File: src/rtl/mod_exp_engine.sv
// ============================================================================
// Module : mod_exp_engine
// Brief  : Constant-latency modular exponentiation, result = base^exponent mod modulus.
// Rev    : 1.0
// ============================================================================
`default_nettype none

module mod_exp_engine #(
    parameter int WIDTH = 128,
    parameter int EXP_W = 256
) (
    input  logic             clk,
    input  logic             reset,
    input  logic             start,
    input  logic [WIDTH-1:0] base,
    input  logic [EXP_W-1:0] exponent,
    input  logic [WIDTH-1:0] modulus,
    output logic             busy,
    output logic             done,
    output logic             err,
    output logic [WIDTH-1:0] result
);

    localparam int CW = (WIDTH > 1) ? $clog2(WIDTH) : 1;
    localparam int KW = (EXP_W > 1) ? $clog2(EXP_W) : 1;

    typedef enum logic [2:0] {
        IDLE  = 3'd0,
        CHECK = 3'd1,
        SQR   = 3'd2,
        MUL   = 3'd3,
        FIN   = 3'd4
    } state_t;

    state_t           state;
    logic [WIDTH-1:0] base_q;
    logic [WIDTH-1:0] mod_q;
    logic [EXP_W-1:0] exp_q;
    logic [WIDTH-1:0] acc;
    logic [WIDTH:0]   r;
    logic [CW-1:0]    cnt;
    logic [KW-1:0]    k;

    logic [WIDTH-1:0] mul_b;
    logic             mul_a_bit;
    logic [WIDTH:0]   m_ext;
    logic [WIDTH:0]   dbl;
    logic [WIDTH:0]   dbl_red;
    logic [WIDTH:0]   sum;
    logic [WIDTH:0]   r_next;
    logic             last_cycle;
    logic             exp_bit;

    // One interleaved modmul iteration; r < m is kept so every intermediate fits WIDTH+1 bits.
    always_comb begin
        mul_b      = (state == MUL) ? base_q : acc;
        mul_a_bit  = acc[cnt];
        m_ext      = {1'b0, mod_q};
        dbl        = r << 1;
        dbl_red    = (dbl >= m_ext) ? (dbl - m_ext) : dbl;
        sum        = dbl_red + (mul_a_bit ? {1'b0, mul_b} : '0);
        r_next     = (sum >= m_ext) ? (sum - m_ext) : sum;
        last_cycle = (cnt == '0);
        exp_bit    = exp_q[k];
    end

    always_ff @(posedge clk or posedge reset) begin
        if (reset) begin
            state  <= IDLE;
            base_q <= '0;
            mod_q  <= '0;
            exp_q  <= '0;
            acc    <= '0;
            r      <= '0;
            cnt    <= '0;
            k      <= '0;
            busy   <= 1'b0;
            done   <= 1'b0;
            err    <= 1'b0;
            result <= '0;
        end else begin
            case (state)
                IDLE: begin
                    done <= 1'b0;
                    if (start) begin
                        base_q <= base;
                        exp_q  <= exponent;
                        mod_q  <= modulus;
                        err    <= 1'b0;
                        busy   <= 1'b1;
                        state  <= CHECK;
                    end
                end

                CHECK: begin
                    if ((mod_q == '0) || (base_q >= mod_q)) begin
                        err    <= 1'b1;
                        done   <= 1'b1;
                        result <= '0;
                        state  <= FIN;
                    end else begin
                        acc   <= (mod_q == WIDTH'(1)) ? '0 : WIDTH'(1);
                        k     <= KW'(EXP_W - 1);
                        cnt   <= CW'(WIDTH - 1);
                        r     <= '0;
                        state <= SQR;
                    end
                end

                SQR: begin
                    if (last_cycle) begin
                        acc   <= r_next[WIDTH-1:0];
                        r     <= '0;
                        cnt   <= CW'(WIDTH - 1);
                        state <= MUL;
                    end else begin
                        r   <= r_next;
                        cnt <= cnt - 1'b1;
                    end
                end

                MUL: begin
                    if (last_cycle) begin
                        r   <= '0;
                        cnt <= CW'(WIDTH - 1);
                        // Multiply always runs; the exponent bit only selects whether it is kept.
                        if (exp_bit) begin
                            acc <= r_next[WIDTH-1:0];
                        end
                        if (k == '0) begin
                            done   <= 1'b1;
                            result <= exp_bit ? r_next[WIDTH-1:0] : acc;
                            state  <= FIN;
                        end else begin
                            k     <= k - 1'b1;
                            state <= SQR;
                        end
                    end else begin
                        r   <= r_next;
                        cnt <= cnt - 1'b1;
                    end
                end

                FIN: begin
                    done  <= 1'b0;
                    busy  <= 1'b0;
                    state <= IDLE;
                end

                default: begin
                    state <= IDLE;
                    busy  <= 1'b0;
                    done  <= 1'b0;
                end
            endcase
        end
    end

endmodule

`default_nettype wire

File: config.mk
export PLATFORM = sky130hd
export DESIGN_NAME = mod_exp_engine
export DESIGN_NICKNAME = d
export VERILOG_FILES = /design/src/rtl/mod_exp_engine.sv
export SDC_FILE = /design/constraint.sdc
export NUM_CORES = 2
export LEC_CHECK = 0
export ABC_AREA = 0
export BUFFER_PORTS_ARGS = -buffer_cell sky130_fd_sc_hd__buf_2
export CAP_MARGIN = 5
export CORE_ASPECT_RATIO = 1.2
export CORE_MARGIN = 4
export CORE_UTILIZATION = 30
export CTS_CLUSTER_SIZE = 10
export DETAILED_ROUTE_END_ITERATION = 7
export GPL_TIMING_DRIVEN = 1
export PLACE_DENSITY = 0.57
export REMOVE_ABC_BUFFERS = 1
export SYNTH_ARGS = -nofsm -noshare
export SYNTH_HDL_FRONTEND = slang
export SYNTH_SLANG_ARGS = --single-unit
File: constraint.sdc
create_clock -name clk -period 51.2 [get_ports clk]
set_input_delay 0 -clock clk [delete_from_list [all_inputs] [get_ports clk]]
set_output_delay 0 -clock clk [all_outputs]
set_load 0.01 [all_outputs]
======== After elaboration in Yosys (flattened, before gate mapping) ========
Cells that the tools add are included.
operators by class
  $add $sub $neg .......................... 5
  $lt $le $gt $ge ......................... 5
  equality and inequality tests ........... 11
  mux-type cells .......................... 42
  bitwise gates (word level) .............. 2
  reductions and logical operators ........ 20
operators by type and width
  kind                                                         count
  2-to-1 mux 128 bit                                           12
  case mux 128 bit (2 select lines)                            2
  case mux 128 bit (3 select lines)                            1
  >= comparator 129 x 128 -> 1 bit                             2
  adder 129 x 128 -> 129 bit                                   1
  2-to-1 mux 129 bit                                           1
  subtractor 129 x 128 -> 129 bit                              1
  == test 128 x 1 -> 1 bit (second input constant)             1
  >= comparator 128 bit                                        1
  zero test 128 bit                                            1
  subtractor 128 bit                                           1
  2-to-1 mux 8 bit                                             3
  case mux 8 bit (2 select lines)                              1
  AND reduction 4 bit                                          4
  2-to-1 mux 3 bit                                             5
  2-to-1 mux 7 bit                                             2
  case mux 7 bit (2 select lines)                              1
  inequality test 2 bit (second input constant)                6
  case mux 3 bit (4 select lines)                              1
  less-than comparator 8 x 9 -> 1 bit (second input constant)  1
  binary-select mux 1 bit (select 8 bit)                       1
  zero test 8 bit                                              1
  less-than comparator 7 x 8 -> 1 bit (second input constant)  1
  2-to-1 mux 1 bit                                             8
  18 further kinds                                             26
storage, ports and cells
  flip-flop bits (word level) ............. 917
  input port bits ......................... 515
  logic and storage cells ................. 97

======== Logic depth before layout (Yosys ltp) ========
  depth in word-level cells ............... 10
  depth in mapped cells ................... 49
  depth with buffers taken out ............ 44

======== Worst setup path after synthesis ========
Ideal clock, no wire load.
  kind .................................... reg2reg
  start ................................... register mod_q[34]
  end ..................................... register result[114]
  setup time .............................. 0.126 ns
  arrival time ............................ 9.753 ns
  slack ................................... 41.321 ns
  cell stages (with the launch flop) ...... 46
  buffers on the path ..................... 6
  period minus slack after synthesis ...... 9.879 ns
  cells stage by stage .................... dfrtp_1 -> inv_1 -> ha_1 -> clkbuf_1 -> a21oi_1 -> o21bai_1 -> a21o_1 -> a211oi_1 -> nand2_1 -> o21ai_1 -> o41ai_2 -> a31oi_1 -> o21ai_2 -> and3_1 -> nor2b_1 -> clkbuf_1 -> buf_1 -> mux2_2 -> [10 not listed] -> xor2_1 -> ha_1 -> clkbuf_1 -> and3_1 -> and2_1 -> a221oi_1 -> o21bai_1 -> a21o_1 -> a21oi_1 -> nor2_1 -> a211oi_1 -> a31oi_1 -> o21ai_2 -> buf_2 -> clkbuf_1 -> a21oi_1 -> a211oi_1 -> o21ai_1
on the way
  cells in the longest elaborated chain, start to end .. 9
  elaborated cells between the ends (all ways) .. 16
RTL lines
  item                                                                                        line  RTL
  from (decl)                                                                                 37    logic [WIDTH-1:0] mod_q;
  from (signal assigned)                                                                      88    mod_q <= modulus;
  subtractor 129 x 128 -> 129 bit / >= comparator 129 x 128 -> 1 bit (equally long branches)  60    dbl_red = (dbl >= m_ext) ? (dbl - m_ext) : dbl;
  2-to-1 mux 129 bit                                                                          60
  adder 129 x 128 -> 129 bit                                                                  61    sum = dbl_red + (mul_a_bit ? {1'b0, mul_b} : '0);
  subtractor 128 bit / >= comparator 129 x 128 -> 1 bit (equally long branches)               62    r_next = (sum >= m_ext) ? (sum - m_ext) : sum;
  2-to-1 mux 128 bit                                                                          62
  2-to-1 mux 128 bit                                                                          -
  2-to-1 mux 128 bit                                                                          130   if (k == '0) begin
  2-to-1 mux 128 bit                                                                          123   if (last_cycle) begin
  case mux 128 bit (2 select lines)                                                           82    case (state)
  to (signal assigned)                                                                        132   result <= exp_bit ? r_next[WIDTH-1:0] : acc;
  to (decl)                                                                                   21    output logic [WIDTH-1:0] result
Parallel ways exist; a longest one is shown, timed or not. The select of a mux whose other input is x is not followed.
A chain may end at the register's enable or synchronous reset.

======== Final worst setup path ========
  start ................................... register mod_q[1]
  end ..................................... register result[113]
Same word-level chain as after synthesis.

==> flow_summary_export.csv <==
group,metric,value,unit
synthesis,ys_warn_count,0,
synthesis,synthMuxAreaShare,10.3,%
die,die_y,538,um
grt,grt_max_degree,185,
grt,track_usage,28.7,%
critical_path,reg2reg_slack,34.47,ns
placement,io_buffer_count,645,
final_layout,register_area,0.0230,mm2
critical_path,cp_data_required_time,51.93,ns
sta,hold_ws,0.0446,ns
die,ios,646,
die,die_area,0.242,mm2
critical_path,path_common_cell,"buf_4",
sta,setup_viol,0,
drt,postRouteAntennaNets,0,
status,violations,"max-capacitance violations",
sta,rsz0062_at_grt,"false",
clocking,cts_resized,0,
synthesis,synthAdderAreaFrac,9.25,%
synthesis,async_flop_share,100,%
grt,grt_remaining_overflow,0,
critical_path,startpoint,"mod_q[1]",
drt,firstDrtPassIters,8,
clocking,clock_latency,0.80,ns
sta,hold_violations,0,
critical_path,reg2reg_to,"result[113]",
critical_path,worstPathMaxFanout,67,
drt,drcViolationCount,0,
synthesis,synth_top_family_by_area,"compound AO/OA/AOI/OAI gates",
die,placementRows,194,
critical_path,critPathLaunchType,"flop",
sta,tightest_slew,1.47,ns
clocking,clk_pin_slew_worst_paths,0.06,ns
synthesis,synth_edf_count,0,
sta,fmaxAchievable,59.8,MHz
synthesis,synth_compound_area_share,23.9,%
placement,placed_area,0.0763,mm2
drt,viasPerCell,5.68,
drt,routed_wl,362000,um
grt,grt_pass1_wl,514000,um
pwr,ir_drop,0.0284,mV
clocking,hold_buffers,929,
sta,slew_headroom,1.66,%
die,core,0.233,mm2
sta,finalClockSkew,0.103,ns
critical_path,slowest_delay,1.27,ns
final_layout,area_growth,26.9,%
critical_path,r2r.worst_path.cells,43,
pwr,power_density,18.1,mW/mm2
status,status,"finished with violations",
clocking,cts_tree,"built",
drt,routedWlPerCell,28.7,um
clocking,numCtsBuffers,114,
sta,slew_violations,0,
final_layout,nFillCells,23200,
synthesis,synth_xor_area_share,4.70,%
pwr,power_leakage,42.4,nW
placement,hpwlAfterDp,274000,um
critical_path,cp_slowest_cell,"a2111oi_1",
synthesis,ys.flop_type,"dfrtp_1",
drt,num_vias,71500,
critical_path,cp_data_arrival_time,17.46,ns
clocking,h-tree-depth,3,
synthesis,synthDistinctLibCells,100,
sta,period_needed,16.73,ns
sta,period_share,32.7,%
hold_path,holdPathStages,3,
pwr,p_total,1.62,mW
drt,drt-initial-drc-count,6409,
clocking,cts_buffer_depth,3,
critical_path,end_kind,"flop",
synthesis,synth_cells,8181,
critical_path,r2r_start,"mod_q[1]",
final_layout,fin_area,0.0892,mm2
clocking,clock_sinks,917,
placement,globalplace.congestion,1.02,
critical_path,worstSetupEndpoint,"result[113]",
grt,antenna_found_initial,32,
synthesis,avgSynthCellArea,8.59,um2
synthesis,synth-simple-area-share,14.8,%
grt,grt_pass1_vias,72800,
flow_run,drv_cap,1,
final_layout,layout.cells.non_filler,12600,
clocking,cts_setup_buffers,0,
final_layout,nets,10500,
hold_path,hold_path.class,"input pin to flop",
final_layout,post_route_cells_drive_above_1_share,15.7,%
clocking,root_buffer,"clkbuf_16",
synthesis,ys_ff_latch,917,
synthesis,synth_seq_area_share,32.7,%
final_layout,multi_input_area,0.0444,mm2
die,die_x,450,um
sta,tns,0,ns
synthesis,netlist_area,0.0703,mm2
critical_path,path_class,"flop to flop",
placement,placed_cells,11500,
die,initial_core_util,30.2,%
cells in the mapped netlist, types with 181 or more instances:
library cell,count,area (um2)
nand2_1,1175,4410
inv_1,270,1010
a21oi_1,726,3630
clkbuf_1,435,1630
nor2_1,347,1300
nand4_1,181,1130
o21ai_0,743,3720
xnor2_1,216,1890
ha_1,515,6440
mux2_2,392,4410
o21ai_1,184,921
a21o_1,333,2500
dfrtp_1,917,22900
cell families (layout without fill, tap and decap cells):
kind of cell    count (synthesis)  count (layout)
xor+xnor                      374             374
flops                         917             917
simple gates                 2300            2300
buf+inv                       787            2121
compound gates               2739            2739
fa+ha+maj                     518             518
mux                           546             546
other cells                     0              38
through the flow:
step | setup slack [ns] | util [%]
after floorplan | 9.87 | -
after global placement | 34.69 | 32.8
after detailed placement | 34.79 | 32.8
after CTS | 34.75 | 38.2
after global routing | 33.80 | 38.3
final | 34.47 | 38.3
cell type report:
class / instances / share of cell area (%)
Antenna cell: 38 / 0.107
Clock inverter: 27 / 0.453
Timing Repair Buffer: 1677 / 15.0
Tap cell: 3038 / 4.26
Clock buffer: 146 / 3.44
Multi-Input combinational cell: 6477 / 49.8
Sequential cell: 917 / 25.7
Inverter: 271 / 1.15
layer usage:
metal | vias up | track usage [%] | share of wire, %
li1 | 32400 | - | -
met1 | 35100 | 33.1 | 38
met4 | 6 | 20.3 | 8.4
met3 | 822 | 5.00 | 6.7
met5 | - | 0 | 0.010
met2 | 3144 | 48.6 | 47
worst min-delay path by stage:
stage,startpoint,to,slack [ns]
after global placement,reset,exp_q[64],0.16
final,base[39],base_q[39],0.04
after global routing,base[40],base_q[40],0.02
after CTS,modulus[57],mod_q[57],0.001
after detailed placement,reset,exp_q[64],0.17
after floorplan,base[0],base_q[0],0.12
state kept, by name (all words and copies together), names as in the netlist:
name	flops
exp_q	256
acc	128
base_q	128
mod_q	128
r	128
result	128
k	8
cnt	7
state	3
busy	1
done	1
err	1
critical path: cells and delay by family (launching register included):
family | cells | cell delay, ns
AO/OA/AOI/OAI | 22 | 8.26
buffers and inverters | 6 | 3.09
AND/OR/NAND/NOR | 10 | 2.56
adder cells (fa/ha/maj) | 3 | 1.11
XOR/XNOR | 1 | 0.52
flip-flops | 1 | 0.47
multiplexers | 1 | 0.40
placed cells by master (no fill, tap or decap), drive strengths merged, types with 217 or more instances in the layout:
cell and instances:
nand2 1176, dlygate4sd3 929, o21ai 929, dfrtp 917
buf 748, a21oi 727, ha 515, mux2 396
nor2 348, a21o 333, inv 271, xnor2 217
power by group:
group | switching, mW | internal, mW
logic | 0.0365 | 0.0611
registers | 0 | 0.725
clock network | 0.356 | 0.439
Note: power is estimated with default switching activity, not from simulation.
